File: config.mk
export PLATFORM = sky130hd
export DESIGN_NAME = if_stage
export DESIGN_NICKNAME = d
export VERILOG_FILES = /design/src/rtl/rv_pkg.sv /design/src/rtl/if_stage_chk.sv /design/src/rtl/sync_fifo.sv /design/src/rtl/if_stage.sv
export SDC_FILE = /design/constraint.sdc
export NUM_CORES = 1
export LEC_CHECK = 0
export BUFFER_PORTS_ARGS = -buffer_cell sky130_fd_sc_hd__buf_2
export CORE_MARGIN = 1
export CORE_UTILIZATION = 53
export CTS_BUF_LIST = sky130_fd_sc_hd__clkbuf_8
export CTS_CLUSTER_SIZE = 16
export DETAILED_ROUTE_END_ITERATION = 6
export GPL_TIMING_DRIVEN = 0
export PLACE_DENSITY = 0.75
export SLEW_MARGIN = 20
export SYNTH_ARGS = -nofsm -noshare
export SYNTH_HDL_FRONTEND = slang
export SYNTH_HIERARCHICAL = 1
export SYNTH_SLANG_ARGS = --single-unit
File: constraint.sdc
create_clock -name clk -period 8.1 [get_ports clk]
set_input_delay 0.81 -clock clk [delete_from_list [all_inputs] [get_ports clk]]
set_output_delay 0.81 -clock clk [all_outputs]
set_load 0.1 [all_outputs]
File: src/rtl/rv_pkg.sv
// Shared fetch-side definitions: data widths, the fetch FSM encoding and the
// reset vector used by the instruction fetch stage.
package rv_pkg;

    localparam int XLEN       = 32;
    localparam int ILEN       = 32;
    localparam int INST_BYTES = 4;

    localparam logic [XLEN-1:0] RESET_VECTOR = 32'h0000_0000;

    typedef enum logic [1:0] {
        IDLE  = 2'd0,
        RUN   = 2'd1,
        DRAIN = 2'd2
    } fetch_state_e;

    // Instruction addresses are word aligned; the low two bits are dropped.
    function automatic logic [XLEN-1:0] align_word(input logic [XLEN-1:0] addr);
        return {addr[XLEN-1:2], 2'b00};
    endfunction

endpackage

File: src/rtl/if_stage_chk.sv
// Protocol checks for the fetch stage: queue overflow, tag FIFO overflow and
// read responses arriving with nothing outstanding.
module if_stage_chk (
    input logic clk,
    input logic rst,
    input logic q_push,
    input logic q_full,
    input logic tag_push,
    input logic tag_full,
    input logic rvalid,
    input logic tag_empty
);

    // Sampled once per cycle outside reset.
    always_ff @(posedge clk) begin
        if (rst) begin
            assert (!(q_push && q_full));
            assert (!(tag_push && tag_full));
            assert (!(rvalid && tag_empty));
        end
    end

endmodule

File: src/rtl/sync_fifo.sv
// Synchronous FIFO with power-of-two depth; wrap-around is resolved by an extra
// pointer MSB so full and empty are distinguishable without a separate counter.
module sync_fifo #(
    parameter int WIDTH = 32,
    parameter int DEPTH = 4
) (
    input  logic                     clk,
    input  logic                     rst,
    input  logic                     flush,
    input  logic                     push,
    input  logic                     pop,
    input  logic [WIDTH-1:0]         wdata,
    output logic [WIDTH-1:0]         rdata,
    output logic                     full,
    output logic                     empty,
    output logic [$clog2(DEPTH):0]   count
);

    localparam int AW = $clog2(DEPTH);
    localparam logic [AW:0] PTR_ONE = {{AW{1'b0}}, 1'b1};

    logic [WIDTH-1:0] mem_q [DEPTH];
    logic [AW:0]      wr_ptr_q, wr_ptr_d;
    logic [AW:0]      rd_ptr_q, rd_ptr_d;
    logic             push_ok_s;
    logic             pop_ok_s;

    assign full      = (wr_ptr_q[AW] != rd_ptr_q[AW]) && (wr_ptr_q[AW-1:0] == rd_ptr_q[AW-1:0]);
    assign empty     = (wr_ptr_q == rd_ptr_q);
    assign count     = wr_ptr_q - rd_ptr_q;
    assign rdata     = mem_q[rd_ptr_q[AW-1:0]];
    assign push_ok_s = push && !full;
    assign pop_ok_s  = pop && !empty;

    // Pointer next-state; flush empties the FIFO and overrides push/pop.
    always_comb begin
        wr_ptr_d = wr_ptr_q;
        rd_ptr_d = rd_ptr_q;
        if (flush) begin
            wr_ptr_d = '0;
            rd_ptr_d = '0;
        end else begin
            if (push_ok_s) begin
                wr_ptr_d = wr_ptr_q + PTR_ONE;
            end else begin
                wr_ptr_d = wr_ptr_q;
            end
            if (pop_ok_s) begin
                rd_ptr_d = rd_ptr_q + PTR_ONE;
            end else begin
                rd_ptr_d = rd_ptr_q;
            end
        end
    end

    // Pointer registers.
    always_ff @(posedge clk) begin
        if (!rst) begin
            wr_ptr_q <= '0;
            rd_ptr_q <= '0;
        end else begin
            wr_ptr_q <= wr_ptr_d;
            rd_ptr_q <= rd_ptr_d;
        end
    end

    // Storage write.
    always_ff @(posedge clk) begin
        if (push_ok_s && !flush) begin
            mem_q[wr_ptr_q[AW-1:0]] <= wdata;
        end
    end

endmodule

File: src/rtl/if_stage.sv
// Instruction fetch stage: issues in-order reads, tags them with their PC and
// queues returned instructions for decode; redirects flush and drain stale reads.
module if_stage
    import rv_pkg::*;
#(
    parameter int DEPTH     = 4,
    parameter int MAX_OUTST = 2
) (
    input  logic            clk,
    input  logic            rst,
    input  logic [XLEN-1:0] pc_addr,
    output logic [XLEN-1:0] pc_next,
    output logic            imem_req,
    output logic [XLEN-1:0] imem_addr,
    input  logic            imem_gnt,
    input  logic            imem_rvalid,
    input  logic [ILEN-1:0] imem_rdata,
    input  logic            redirect,
    input  logic [XLEN-1:0] redirect_addr,
    output logic            inst_valid,
    output logic [ILEN-1:0] inst_data,
    output logic [XLEN-1:0] inst_pc,
    input  logic            inst_ready
);

    localparam int TW = $clog2(MAX_OUTST) + 1;

    fetch_state_e          state_q, state_d;
    logic [$clog2(DEPTH):0] q_count_s;
    logic [TW-1:0]         outst_s;
    logic [TW-1:0]         outst_after_s;
    logic                  q_full_s, q_empty_s, t_full_s, t_empty_s;
    logic [XLEN+ILEN-1:0]  q_rdata_s;
    logic [XLEN-1:0]       tag_head_s;
    logic                  grant_s, resp_s, q_push_s, q_pop_s;

    assign grant_s       = imem_req && imem_gnt;
    // Responses with nothing outstanding are ignored.
    assign resp_s        = imem_rvalid && !t_empty_s;
    assign q_push_s      = resp_s && (state_q == RUN) && !redirect;
    assign q_pop_s       = inst_valid && inst_ready;
    assign outst_after_s = outst_s + TW'(grant_s) - TW'(resp_s);
    assign imem_addr     = pc_addr;

    assign inst_valid = rst && !q_empty_s;
    assign inst_data  = inst_valid ? q_rdata_s[ILEN-1:0] : '0;
    assign inst_pc    = inst_valid ? q_rdata_s[XLEN+ILEN-1:ILEN] : '0;

    // FSM state register.
    always_ff @(posedge clk) begin
        if (!rst) begin
            state_q <= IDLE;
        end else begin
            state_q <= state_d;
        end
    end

    // FSM next state: a redirect with reads still in flight must drain them first.
    always_comb begin
        state_d = state_q;
        case (state_q)
            IDLE: begin
                state_d = RUN;
            end
            RUN: begin
                if (redirect && (outst_after_s != '0)) begin
                    state_d = DRAIN;
                end else begin
                    state_d = RUN;
                end
            end
            DRAIN: begin
                if (outst_after_s == '0) begin
                    state_d = RUN;
                end else begin
                    state_d = DRAIN;
                end
            end
            default: begin
                state_d = IDLE;
            end
        endcase
    end

    // FSM outputs: request throttling and the next PC.
    always_comb begin
        imem_req = 1'b0;
        pc_next  = pc_addr;
        if (rst && (state_q == RUN)) begin
            imem_req = ((32'(q_count_s) + 32'(outst_s)) < 32'(DEPTH)) &&
                       (32'(outst_s) < 32'(MAX_OUTST));
        end else begin
            imem_req = 1'b0;
        end
        if (!rst) begin
            pc_next = RESET_VECTOR;
        end else if (redirect) begin
            pc_next = align_word(redirect_addr);
        end else if (grant_s) begin
            pc_next = pc_addr + 32'(INST_BYTES);
        end else begin
            pc_next = pc_addr;
        end
    end

    sync_fifo #(.WIDTH(XLEN + ILEN), .DEPTH(DEPTH)) u_inst_q (
        .clk   (clk),
        .rst   (rst),
        .flush (redirect),
        .push  (q_push_s),
        .pop   (q_pop_s),
        .wdata ({tag_head_s, imem_rdata}),
        .rdata (q_rdata_s),
        .full  (q_full_s),
        .empty (q_empty_s),
        .count (q_count_s)
    );

    // The tag FIFO occupancy is the outstanding-read count.
    sync_fifo #(.WIDTH(XLEN), .DEPTH(MAX_OUTST)) u_tag_q (
        .clk   (clk),
        .rst   (rst),
        .flush (1'b0),
        .push  (grant_s),
        .pop   (resp_s),
        .wdata (pc_addr),
        .rdata (tag_head_s),
        .full  (t_full_s),
        .empty (t_empty_s),
        .count (outst_s)
    );

    if_stage_chk u_chk (
        .clk       (clk),
        .rst       (rst),
        .q_push    (q_push_s),
        .q_full    (q_full_s),
        .tag_push  (grant_s),
        .tag_full  (t_full_s),
        .rvalid    (imem_rvalid),
        .tag_empty (t_empty_s)
    );

endmodule

Word-level counts from Yosys, hierarchy flattened. Memories as Yosys holds them, arrays and structs flattened. A register that Yosys moved wholly into a read port is not among the register bits. Cells that the tools add are included.

Bits in registers: 12. Bits in writable memories: 320. Input bits: 102. Word-level logic and storage cells: 70. Memories kept: 2.

Memory list: u_inst_q.mem_q (words 4, bits a word 64, rd ports 1, clocked after Yosys merged registers in 1, write ports 1, RTL line sync_fifo.sv:22) `logic [WIDTH-1:0] mem_q [DEPTH];`; u_tag_q.mem_q (words 2, bits a word 32, rd ports 1, clocked after Yosys merged registers in 1, write ports 1, RTL line sync_fifo.sv:22).

Add/sub/neg operators: 10. $lt $le $gt $ge: 2. Equality and inequality tests: 8. Multiplexer cells: 17. Bitwise operators: 1. Reduce and logical (&&, ||, !) cells: 25.

Operator list (number): $mux W32 (5); $add A32 B3 Y32 const B (1); $logic_and A1 B1 Y1 (16); $mux W2 (4); $mux W1 (7); $add A3 B1 Y3 const B (2); $pmux W2 S3 (1); $logic_not A1 Y1 (5); $add A2 B1 Y2 const B (2); $add A3 B2 Y4 (1); $eq A2 B2 Y1 (2); $logic_not A2 Y1 (2); $lt A4 B3 Y1 const B (1); $eq A3 B3 Y1 (1); $sub A3 B3 Y3 (1); $add A2 B1 Y2 (1); $eq A2 B1 Y1 const B (1); $eq A2 B2 Y1 const B (1); $lt A2 B2 Y1 const B (1); $ne A1 B1 Y1 (2); $reduce_bool A2 Y1 (1); $reduce_or A2 Y1 (1); $sub A2 B1 Y2 (1); $sub A2 B2 Y2 (1); other kinds (2) (2).

Logic depth before layout (Yosys ltp). Gate-level depths: netlist of the first run.

Depth in word-level cells: 12. Depth in mapped cells: 14. Gate-level depth less buffers: 14.

Modules after synthesis. Netlist of the first run, hierarchy kept.

By module, submodules not included: sync_fifo (u_inst_q) (instances 1, cells each 393, area an instance 9864.5 um^2, seq. area each 7847.5 um^2); sync_fifo (u_tag_q) (instances 1, cells each 140, area an instance 2637.5 um^2, seq. area each 2021.9 um^2); if_stage (instances 1, cells each 347, area an instance 2204.6 um^2, seq. area each 40.0 um^2).

Worst setup path before layout of the first run. Ideal clock, no wire load.

Path kind: input port to flip-flop. Start: input port redirect. End: memory u_inst_q/mem_q[1][0] (netlist name) (enable). Library setup time: 0.578 ns. Arrival: 6.534 ns. Data required time: 7.522 ns. Path slack: 0.988 ns. Stages: 5. Path buffers: 1. Cells stage by stage: inv_1 > clkdlybuf4s50_2 > and3_1 > o21ai_4 > nor3b_1.

Cells in the longest elaborated chain, start to end: 6.

RTL lines: start: declaration (RTL line if_stage.sv:18) `input logic redirect,`; $logic_not A1 Y1 (RTL line if_stage.sv:40) `assign q_push_s = resp_s && (state_q == RUN) && !redirect;`; $logic_and A1 B1 Y1 (RTL line if_stage.sv:40); net q_push_s (RTL line if_stage.sv:35) `logic grant_s, resp_s, q_push_s, q_pop_s;`; $logic_and A1 B1 Y1 (RTL line sync_fifo.sv:32) `assign push_ok_s = push && !full;`; $logic_and A1 B1 Y1 (RTL line sync_fifo.sv:69) `if (push_ok_s && !flush) begin`; $mux W1 (RTL line sync_fifo.sv:69); $mux W1 (implied by the code) (RTL line sync_fifo.sv:70) `mem_q[wr_ptr_q[AW-1:0]] <= wdata;`; end: declaration (RTL line sync_fifo.sv:22).

The timed path passes the listed nets, and every way through them passes these cells.

Worst setup path in the final report of the first run.
Start: register u_inst_q.wr_ptr_q[0]. End: output port pc_next[12].

Cells in the longest elaborated chain, start to end: 9.

RTL lines: start: declaration (RTL line sync_fifo.sv:23) `logic [AW:0] wr_ptr_q, wr_ptr_d;`; start signal: assignment (RTL line sync_fifo.sv:62) `wr_ptr_q <= wr_ptr_d;`; $sub A3 B3 Y3 (RTL line sync_fifo.sv:30) `assign count = wr_ptr_q - rd_ptr_q;`; net q_count_s[1] (RTL line if_stage.sv:29) `logic [$clog2(DEPTH):0] q_count_s;`; $add A3 B2 Y4 (RTL line if_stage.sv:90) `imem_req = ((32'(q_count_s) + 32'(outst_s)) < 32'(DEPTH)) &&`; $lt A4 B3 Y1 (RTL line if_stage.sv:90); $logic_and A1 B1 Y1 (RTL line if_stage.sv:90); $mux W1 (RTL line if_stage.sv:89) `if (rst && (state_q == RUN)) begin`; $logic_and A1 B1 Y1 (RTL line if_stage.sv:37) `assign grant_s = imem_req && imem_gnt;`; $mux W32 (RTL line if_stage.sv:99) `end else if (grant_s) begin`; $mux W32 (RTL line if_stage.sv:97) `end else if (redirect) begin`; $mux W32 (RTL line if_stage.sv:95) `if (!rst) begin`; end: declaration (RTL line if_stage.sv:12) `output logic [XLEN-1:0] pc_next,`.

The timed path passes the listed nets, and every way through them passes these cells.

==> results of run 1 <==
cells in the mapped netlist (all sizes together), types with 3 or more instances:
| cell type | n |
|---|---|
| inv | 16 |
| mux2 | 32 |
| or3 | 8 |
| nand4 | 24 |
| or4 | 5 |
| o311a | 3 |
| nand2 | 29 |
| a2bb2oi | 4 |
| and3 | 4 |
| a211oi | 11 |
| a211o | 3 |
| a21oi | 7 |
| a31oi | 10 |
| xnor2 | 7 |
| nor2b | 8 |
| clkbuf | 17 |
| dfxtp | 15 |
| buf | 57 |
| nor2 | 24 |
| mux4 | 64 |
| and4 | 6 |
| edfxtp | 320 |
| ha | 12 |
| a32oi | 3 |
| and2 | 73 |
| o211ai | 10 |
| nor3 | 6 |
| mux2i | 8 |
| nand3 | 16 |
| nor4b | 3 |
| nand2b | 5 |
| nor3b | 7 |
| o21ai | 26 |
| o31ai | 4 |
| nor4 | 10 |
logic make-up (layout without fill, tap and decap cells):
group / after synthesis / after routing / synth area share
muxes: 104 / 104 / 0.129
adders and majority gates: 13 / 13 / 0.0116
DFF: 335 / 335 / 0.674
buffers and inverters: 93 / 461 / 0.0429
AOI/OAI and AO/OA: 90 / 90 / 0.0426
other: 1 / 6 / 0.000255
and+or+nand+nor: 236 / 236 / 0.0946
xor gates and xnor gates: 8 / 8 / 0.00528
report_power, final:
part	internal [mW]	leakage, nW	switching, mW
sequential	1.89	3.00	0.00181
clock	0.802	0.627	0.641
combinational	0.0651	2.95	0.242
final cells by class:
class / instances / area [um^2] / share of cell area
well taps: 372 / 465 / 0.0261
repair buffers: 273 / 1520 / 0.0853
inverters: 16 / 60.1 / 0.00337
clock buffers: 59 / 812 / 0.0455
multi-input cells: 457 / 4220 / 0.237
flip-flops and latches: 335 / 9910 / 0.555
clock inverters: 36 / 278 / 0.0156
plain buffers: 77 / 571 / 0.0320
state kept, by name (all words and copies together), names as in the netlist, named ones only:
signal	cells
u_tag_q/wr_ptr_q	2
u_inst_q/rd_ptr_q	3
u_inst_q/mem_q	256
state_q	2
u_tag_q/mem_q	64
u_inst_q/wr_ptr_q	3
u_tag_q/rd_ptr_q	2
layer usage:
layer | vias to the layer above | track usage | share of wire
met5 | - | 0 | 0
met4 | 0 | 0.0917 | 0.029
met3 | 73 | 0.0444 | 0.072
met2 | 442 | 0.409 | 0.49
met1 | 4476 | 0.306 | 0.41
li1 | 4141 | - | -
worst max path at each step:
stage | startpoint | endpoint | cells past startpoint | slack [ps]
after floorplan | redirect | u_inst_q/mem_q[1][0] | 5 | 990
after global placement | redirect | u_inst_q/mem_q[2][24] | 6 | -3270
after detailed placement | u_inst_q/wr_ptr_q[0] | pc_next[12] | 11 | 3600
after CTS | u_inst_q/wr_ptr_q[0] | pc_next[12] | 11 | 2970
after global routing | u_inst_q/wr_ptr_q[0] | pc_next[28] | 12 | 2690
final | u_inst_q/wr_ptr_q[0] | pc_next[12] | 11 | 3010
placed cells by master, fill, tap and decap left out, drive strengths merged, types with 3 or more instances in the layout:
cell / count
a2bb2oi: 4
clkinv: 10
ha: 12
nor4b: 3
nand4: 24
nand3: 16
dfxtp: 15
edfxtp: 320
a211oi: 11
mux2i: 8
o21ai: 26
bufinv: 4
or3: 8
clkbuf: 76
nand2: 29
and3: 4
mux2: 32
buf: 330
nor4: 10
o211ai: 10
o311a: 3
nor3: 6
conb: 6
a31oi: 10
and2: 73
a211o: 3
inv: 37
a21oi: 7
and4: 6
nand2b: 5
nor2b: 8
o31ai: 4
nor3b: 7
a32oi: 3
xnor2: 7
nor2: 24
mux4: 64
or4: 5
worst max-delay path, cell delays in order (launching register included):
cell	delay, ps
dfxtp_1	380
inv_1	110
ha_1	220
fa_1	480
inv_1	40
ha_1	190
or4b_4	500
or4_1	540
buf_2	180
or3_1	310
a31oi_1	280
buf_2	490
stage by stage:
stage,util,hold slack [ps],cells
3_3_place_gp,0.603,486,1486
4_1_cts,0.658,417,1625
5_1_grt,0.658,422,1625
3_5_place_dp,0.618,499,1530
2_1_floorplan,-,472,885
6_report,0.658,450,1625
==> impl_metrics.toml, run 1 <==
[run]
max_cap_viol_count = 0

[clock_network]
cts_tree = "done"
cts_num_sinks = 335
htree_num_levels = 2
cts_resized = 0
number_of_buffers_on_the_longest_clock_path = 3
cts.clk_slew.worst_paths_ps = 60
post_cts_hold_buffer_count = 0
cts-buffers-inserted = 53
cts_setup_buffers = 0
clock_latency_ps = 580
cts.root.buffer_cell = "clkbuf_8"

[synthesis]
synth_cell_type_count = 70
synth_top_cell_area_share = 0.653
synthFlopType = "edfxtp_1"
ys_top_cells_by_area = "edfxtp_1, mux4_2, and2_1"
netlist.top_cell.by_area = "edfxtp_1"
synth.cell_area_mm2 = 0.0147
syn_area_per_cell_um2 = 16.7
synth-async-reset-ratio = 0
synth-edff-count = 320
syn_inst = 880
postSynthRegisterBits = 335
synth_sequential_area_ratio = 0.674
count_of_synthesis_stage_warnings_from_yosys = 6

[cells_and_area]
n_antenna_cell = 0
fillerInstances = 1946
area_growth_syn_to_layout_pct = 21.3
drive_gt1_frac = 0.407
final_net_count = 1328
layout.cell_area.non_filler_mm2 = 0.0178

[floorplanning]
floorplan.core_area_mm2 = 0.0271
num_rows = 60
starting_density_of_the_core = 0.543
design.die.area_mm2 = 0.0284
top_level_ports = 232
die_width_um = 169
floorplan.die.height_um = 169

[worst_setup_path]
r2r_start = "u_inst_q/wr_ptr_q[0]"
worstPathArrival_ps = 4280
reg2reg_to = "u_tag_q/mem_q[1][24]"
worstPathMaxFanout = 7
crit_path_start_kind = "flop"
worst_setup_path_end_kind = "primary output"
rrSetupSlack_ps = 4000
criticalPathCategory = "reg2out"
rr_worst_depth = 12
crit_required_ps = 7290

[placement]
post-dp-hpwl_mm = 24.2
pre_cts_ws_ps = 3600
finalWeightedCongestion = 0.889
port_buffers = 229
dpl-instance-area_mm2 = 0.0167

[route]
viasPerCell = 5.62
avgRoutedWirePerCell_um = 20.7
drt_drc_violations_left = 0
drtIter0Drc = 668
totalWireLength_mm = 33.6
drtAntennaViolNets = 0
drt-pass1-iter-count = 5
routed-via-count = 9132

[timing]
grt_setup_unrepaired = "no"
max-slew-margin-rel = 0.342
final_max_slew_viol_count = 0
layout_setup_ws_ps = 3010
clock-skew-final_ps = 32.5
part_of_the_cycle_the_worst_path_needs = 0.628
fin_setup_tns_ps = 0
final-setup-viol-count = 0
max_clock_freq_mhz = 196
hold_viol_final = 0
period_minus_slack_ps = 5090
worst_pin_slew_ps = 979

[outcome]
status = "completed"

[global_routing]
first_pass_grt_wire_length_mm = 51.3
groute.usage.overall = 0.240
grt_overflow = 0
first_global_vias = 9204
grt_start_max_net_pins = 16
antenna_found_initial = 0

[power]
power-per-cell-area_mw_per_mm2 = 204
power_mw = 3.65
vdd.ir_drop.worst_mv = 0.152
power.static_leakage_nw = 6.58

[hold_path]
min_delay_path_depth = 1
worstHoldStart = "imem_rdata[18]"
holdCritPathClass = "in2reg"
min_to = "u_inst_q/mem_q[0][18]"
(Power assumes the default switching activity.)
==> run 2: changes to the inputs <==
--- a/config.mk
+++ b/config.mk
@@ -5,6 +5,7 @@
 export SDC_FILE = /design/constraint.sdc
 export NUM_CORES = 1
 export LEC_CHECK = 0
+export ABC_AREA = 1
 export BUFFER_PORTS_ARGS = -buffer_cell sky130_fd_sc_hd__buf_2
 export CORE_MARGIN = 1
 export CORE_UTILIZATION = 53
@@ -12,7 +13,7 @@
 export CTS_CLUSTER_SIZE = 16
 export DETAILED_ROUTE_END_ITERATION = 6
 export GPL_TIMING_DRIVEN = 0
-export PLACE_DENSITY = 0.75
+export PLACE_DENSITY = 0.78
 export SLEW_MARGIN = 20
 export SYNTH_ARGS = -nofsm -noshare
 export SYNTH_HDL_FRONTEND = slang
==> constraint.sdc (replaced) <==
create_clock -name clk -period 4.46 [get_ports clk]
set_input_delay 0.446 -clock clk [delete_from_list [all_inputs] [get_ports clk]]
set_output_delay 0.446 -clock clk [all_outputs]
set_load 0.1 [all_outputs]
==> run 2 against run 1 <==
Against the previous run: final cell count grew 27%; area after synthesis grew 3.2%; largest power group unchanged; highest routed layer is now met5; design area grew 2.3%; first-iteration DRC count grew 19%; flip-flop and latch count is the same; die area grew 3.1%; sequential share of layout area shrank 1.2 points; critical path type unchanged; largest cell class unchanged.
==> impl_metrics.toml, run 2 <==
[outcome]
status = "completed"

[timing]
hold-worst-slack_ps = 91.4
clock-skew-final_ps = 18.2
hold_viol_final = 0
max_clock_freq_mhz = 242
worst_pin_slew_ps = 898
final-setup-viol-count = 0
final_max_slew_viol_count = 0
period_minus_slack_ps = 4130
layout_setup_ws_ps = 327
part_of_the_cycle_the_worst_path_needs = 0.927
grt_setup_unrepaired = "no"
max-slew-margin-rel = 0.396

[placement]
dpl-instance-area_mm2 = 0.0172
post-dp-hpwl_mm = 24.8
finalWeightedCongestion = 0.876
port_buffers = 229
pre_cts_ws_ps = 876

[cells_and_area]
mostFrequentLayoutCell = "edfxtp_1"
seq_area_mm2 = 0.00991
multi_input_comb_area_mm2 = 0.00415
final_net_count = 1763
layout.cell_area.non_filler_mm2 = 0.0183
layout.cells.most_common_list = "edfxtp_1, buf_2, nor2_1"
area_growth_syn_to_layout_pct = 20.3
fillerInstances = 2154
drive_gt1_frac = 0.270
largest_register_ffs = 256

[route]
avgRoutedWirePerCell_um = 17.1
viasPerCell = 5.24
drt-pass1-iter-count = 5
totalWireLength_mm = 35.4
drtIter0Drc = 792
drtAntennaViolNets = 0
drt_drc_violations_left = 0
routed-via-count = 10834

[floorplanning]
floorplan.core_area_mm2 = 0.0280
floorplan.die.height_um = 171
top_level_ports = 232
starting_density_of_the_core = 0.542
design.die.area_mm2 = 0.0293
die_width_um = 171
num_rows = 61

[clock_network]
cts_setup_buffers = 0
htree_num_levels = 2
cts-buffers-inserted = 51
cts.clk_slew.worst_paths_ps = 60
number_of_buffers_on_the_longest_clock_path = 3
post_cts_hold_buffer_count = 0
cts_resized = 0
clock_latency_ps = 570
cts_num_sinks = 335
cts_tree = "done"
cts.root.buffer_cell = "clkbuf_8"

[power]
seq_power_share = 0.526
p_comb_frac = 0.085
power_mw = 6.54
switching_power_mw = 1.58
internal_power_mw = 4.96
vdd.ir_drop.worst_mv = 0.202
power.static_leakage_nw = 7.55
power-per-cell-area_mw_per_mm2 = 358
p_sw_frac = 0.242
power.share.clock = 0.389

[synthesis]
count_of_synthesis_stage_warnings_from_yosys = 6
syn_inst = 1349
syn_area_per_cell_um2 = 11.2
synth.cell_area_mm2 = 0.0152

[global_routing]
grt_start_max_net_pins = 26
antenna_found_initial = 2
first_global_vias = 10507
grt_overflow = 0
first_pass_grt_wire_length_mm = 54.1
groute.usage.overall = 0.243

[worst_setup_path]
criticalPathCategory = "reg2out"
worstPathArrival_ps = 3690
crit_path_start_kind = "flop"
worstPathMaxFanout = 10
worst_setup_path_end_kind = "primary output"
crit_required_ps = 4010

[hold_path]
holdCritPathClass = "in2reg"

[run]
max_cap_viol_count = 0
-- run 2: final timing paths --
kind | start | to | slack [ps] | cells after the start
max | u_inst_q/wr_ptr_q[0] | inst_pc[0] | 330 | 12
min | imem_rdata[24] | u_inst_q/mem_q[1][24] | 90 | 1
max reg2reg | u_tag_q/wr_ptr_q[0] | u_inst_q/mem_q[1][13] | 970 | 8
min reg2reg | state_q[0] | state_q[0] | 470 | 1
-- run 2: critical path: stages (launching register included) --
cell and delay, ps:
dfxtp_1 420, inv_1 120, ha_1 330, nand2_1 100, inv_1 100, nand3_1 220
inv_1 130, nor2_2 60, inv_1 80, clkbuf_1 560, clkbuf_1 630, nor2_2 40
buf_2 310
-- run 2: layout make-up --
cell class                      count  area share
Antenna cell                        1    0.000137
Buffer                             97      0.0367
Clock buffer                       53      0.0400
Clock inverter                     42      0.0173
Inverter                          140      0.0289
Multi-Input combinational cell    779       0.227
Sequential cell                   335       0.543
Tap cell                          378      0.0259
Timing Repair Buffer              244      0.0806
-- run 2: per-layer routing --
metal  track usage  vias up  wire length (um)
li1              -     5240                 -
met1         0.293     5036             14000
met2         0.432      480             17900
met3        0.0384       76              2490
met4        0.0990        2              1040
met5             0        -                13
-- run 2: stage by stage --
step / utilization / instances / setup TNS [ps]
2_1_floorplan: - / 1351 / -81600
3_3_place_gp: 0.601 / 1958 / -539110
3_5_place_dp: 0.614 / 1973 / 0
4_1_cts: 0.651 / 2068 / 0
5_1_grt: 0.652 / 2069 / 0
6_report: 0.652 / 2069 / 0
-- run 2: power by group through the flow --
stage                     registers [mW]  clock network (mW)  logic, mW
final                               3.44                2.54      0.554
after CTS                           3.44                2.59      0.554
after global placement              3.51                   0      0.542
after global routing                3.44                2.73      0.584
after detailed placement            3.51                   0      0.553
after floorplan                     3.51                   0      0.404
==> run 3: changes to the inputs <==
--- a/config.mk
+++ b/config.mk
@@ -13,9 +13,8 @@
 export CTS_CLUSTER_SIZE = 16
 export DETAILED_ROUTE_END_ITERATION = 6
 export GPL_TIMING_DRIVEN = 0
-export PLACE_DENSITY = 0.78
+export PLACE_DENSITY = 0.74
 export SLEW_MARGIN = 20
 export SYNTH_ARGS = -nofsm -noshare
 export SYNTH_HDL_FRONTEND = slang
-export SYNTH_HIERARCHICAL = 1
 export SYNTH_SLANG_ARGS = --single-unit
==> run 3 against run 2 <==
Against the previous run: global-route usage rose by 0.93 points; first-iteration DRC count fell by 0.88%; die area shrank 1.8%; area after synthesis down 1.9%; sequential share of layout area up 1.0 points; combinational power rose by 51%; register-to-register slack improved by 120 ps; non-clock buffer count increased by 1; fmax grew 2.5%; sequential power is 3% higher; largest power group unchanged; highest routed layer is now met4.
==> impl_metrics.toml, run 3 <==
[outcome]
status = "completed"

[route]
totalWireLength_mm = 36.5
viasPerCell = 5.26
routed-via-count = 11119
drtIter0Drc = 785
avgRoutedWirePerCell_um = 17.3
drt_drc_violations_left = 0
drt-pass1-iter-count = 5
drtAntennaViolNets = 0

[clock_network]
cts.root.buffer_cell = "clkbuf_8"
cts_setup_buffers = 0
htree_num_levels = 2
cts_tree = "done"
number_of_buffers_on_the_longest_clock_path = 3
cts_num_sinks = 335
cts-buffers-inserted = 51
cts_resized = 0
clock_latency_ps = 570
cts.clk_slew.worst_paths_ps = 60
post_cts_hold_buffer_count = 0

[power]
p_sw_frac = 0.257
power_mw = 6.78
seq_power_share = 0.520
power.share.clock = 0.357
internal_power_mw = 5.04
vdd.ir_drop.worst_mv = 0.233
power-per-cell-area_mw_per_mm2 = 379
power.static_leakage_nw = 7.09
p_comb_frac = 0.123
switching_power_mw = 1.74

[synthesis]
ys_top_cells_by_area = "edfxtp_1, nor2_1, nand2_1"
syn_inst = 1404
syn_area_per_cell_um2 = 10.6
count_of_synthesis_stage_warnings_from_yosys = 0
synthesized_nets = 1519
netlist.top_cell.by_area = "edfxtp_1"
postSynthRegisterBits = 335
synth.cell_area_mm2 = 0.0149
synth.most_common_cell = "edfxtp_1"
synth_top_cell_area_share = 0.645
synth_sequential_area_ratio = 0.665
synth-edff-count = 320
post_synth_most_frequent_cells = "edfxtp_1, nor2_1, nand2_1, o21ai_0, a21oi_1"
synth_cell_type_count = 26
synthFlopType = "edfxtp_1"
synth-async-reset-ratio = 0

[worst_setup_path]
worstPathArrival_ps = 3590
crit_required_ps = 4010
critical-path-max-stage-delay_ps = 500
library_cell_appearing_most_often_on_the_critical_path = "nand2_1"
path_delay_family = "buffers and inverters"
worstPathMaxFanout = 10
criticalPathCategory = "reg2out"
slowest_stage = "buf_2"
worst_setup_path_end_kind = "primary output"
critical_path.cell_chain = "inv_1 > ha_1 > inv_1 > fa_1 > ha_1 > nor2_1 > nand2_1 > a21oi_2 > nand4_1 > buf_2 > nand2_1 > nand2_1 > a21oi_1 > buf_2"
crit_buf_inv = 4
crit_path_start_kind = "flop"

[timing]
part_of_the_cycle_the_worst_path_needs = 0.904
final_max_slew_viol_count = 0
hold_viol_final = 0
final-setup-viol-count = 0
max_clock_freq_mhz = 248
worst_pin_slew_ps = 785
grt_setup_unrepaired = "no"
fin_setup_tns_ps = 0
clock-skew-final_ps = 29.0
max-slew-margin-rel = 0.475
layout_setup_ws_ps = 428
period_minus_slack_ps = 4030

[placement]
dpl-instance-area_mm2 = 0.0169
post-dp-hpwl_mm = 25.5
dp_cells = 2019
port_buffers = 229
finalWeightedCongestion = 0.889
pre_cts_ws_ps = 1030

[global_routing]
first_global_vias = 10425
antenna_found_initial = 1
first_pass_grt_wire_length_mm = 54.9
grt_overflow = 0
groute.usage.overall = 0.252
grt_start_max_net_pins = 27

[floorplanning]
num_rows = 60
floorplan.core_area_mm2 = 0.0273
starting_density_of_the_core = 0.547
design.die.area_mm2 = 0.0288
floorplan.die.height_um = 170
die_width_um = 170
top_level_ports = 232

[cells_and_area]
final_net_count = 1815
multi_input_comb_area_mm2 = 0.00427
mostFrequentLayoutCell = "edfxtp_1"
layout.cell_area.non_filler_mm2 = 0.0179
layout.cells.most_common_list = "edfxtp_1, nor2_1, buf_2"
finish.cell_count_without_fillers = 2112
drive_gt1_frac = 0.222
largest_register_ffs = 256
fillerInstances = 2057
area_growth_syn_to_layout_pct = 20.2
seq_area_mm2 = 0.00991

[run]
max_cap_viol_count = 0

[hold_path]
holdCritPathClass = "in2reg"
run 3: power groups by stage:
stage	clock network, mW	registers (mW)	logic, mW
finish	2.42	3.53	0.836
global route	2.63	3.53	0.888
CTS	2.47	3.53	0.833
detailed placement	0	3.59	0.829
global placement	0	3.59	0.803
floorplan	0	3.59	0.606
run 3: stage by stage:
stage | util | hold WS, ps
finish | 0.657 | 91.0
global route | 0.657 | 57.0
CTS | 0.657 | 57.0
detailed placement | 0.621 | 425
global placement | 0.606 | 418
floorplan | - | 407
run 3: worst reg2reg max path, cell delays in order, from the launching register on:
cell	delay, ps
dfxtp_1	360
inv_1	110
ha_1	200
inv_1	60
fa_1	430
ha_1	190
nor2_1	100
nand2_1	70
a21oi_2	150
nand4_1	190
buf_2	260
ha_1	300
inv_1	40
ha_1	170
xnor2_1	130
nand3b_1	160
nand2_1	70
nand2_1	90
nand2_1	70
nand2_1	40
a21oi_1	120
run 3: metal layers:
layer / GRT usage / share of wire
met1: 0.318 / 0.41
met4: 0.0932 / 0.028
met3: 0.0380 / 0.067
met2: 0.439 / 0.49
met5: 0 / 0
run 3: layout make-up:
class | instances | area share
Sequential cell | 335 | 0.553
Tap cell | 372 | 0.0260
Clock inverter | 39 | 0.0147
Antenna cell | 1 | 0.000140
Inverter | 68 | 0.0143
Timing Repair Buffer | 243 | 0.0843
Buffer | 99 | 0.0282
Clock buffer | 53 | 0.0407
Multi-Input combinational cell | 902 | 0.238
run 3: worst paths after layout:
| check | slack, ps | to | start | cells after the start |
|---|---|---|---|---|
| hold / removal | 90 | u_inst_q.mem_q[2][27] | imem_rdata[27] | 1 |
| hold reg to reg | 440 | state_q[0] | state_q[0] | 1 |
| setup reg to reg | 1090 | state_q[0] | u_inst_q.wr_ptr_q[0] | 20 |
| setup / recovery | 430 | pc_next[13] | u_inst_q.wr_ptr_q[0] | 14 |
run 3: logic make-up after synthesis:
family / share of synthesized area
AO/OA/AOI/OAI: 0.0913
XOR/XNOR: 0.00765
adder cells (fa/ha/maj): 0.0114
buffers and inverters: 0.0510
flip-flops: 0.665
multiplexers: 0.0242
AND/OR/NAND/NOR: 0.149
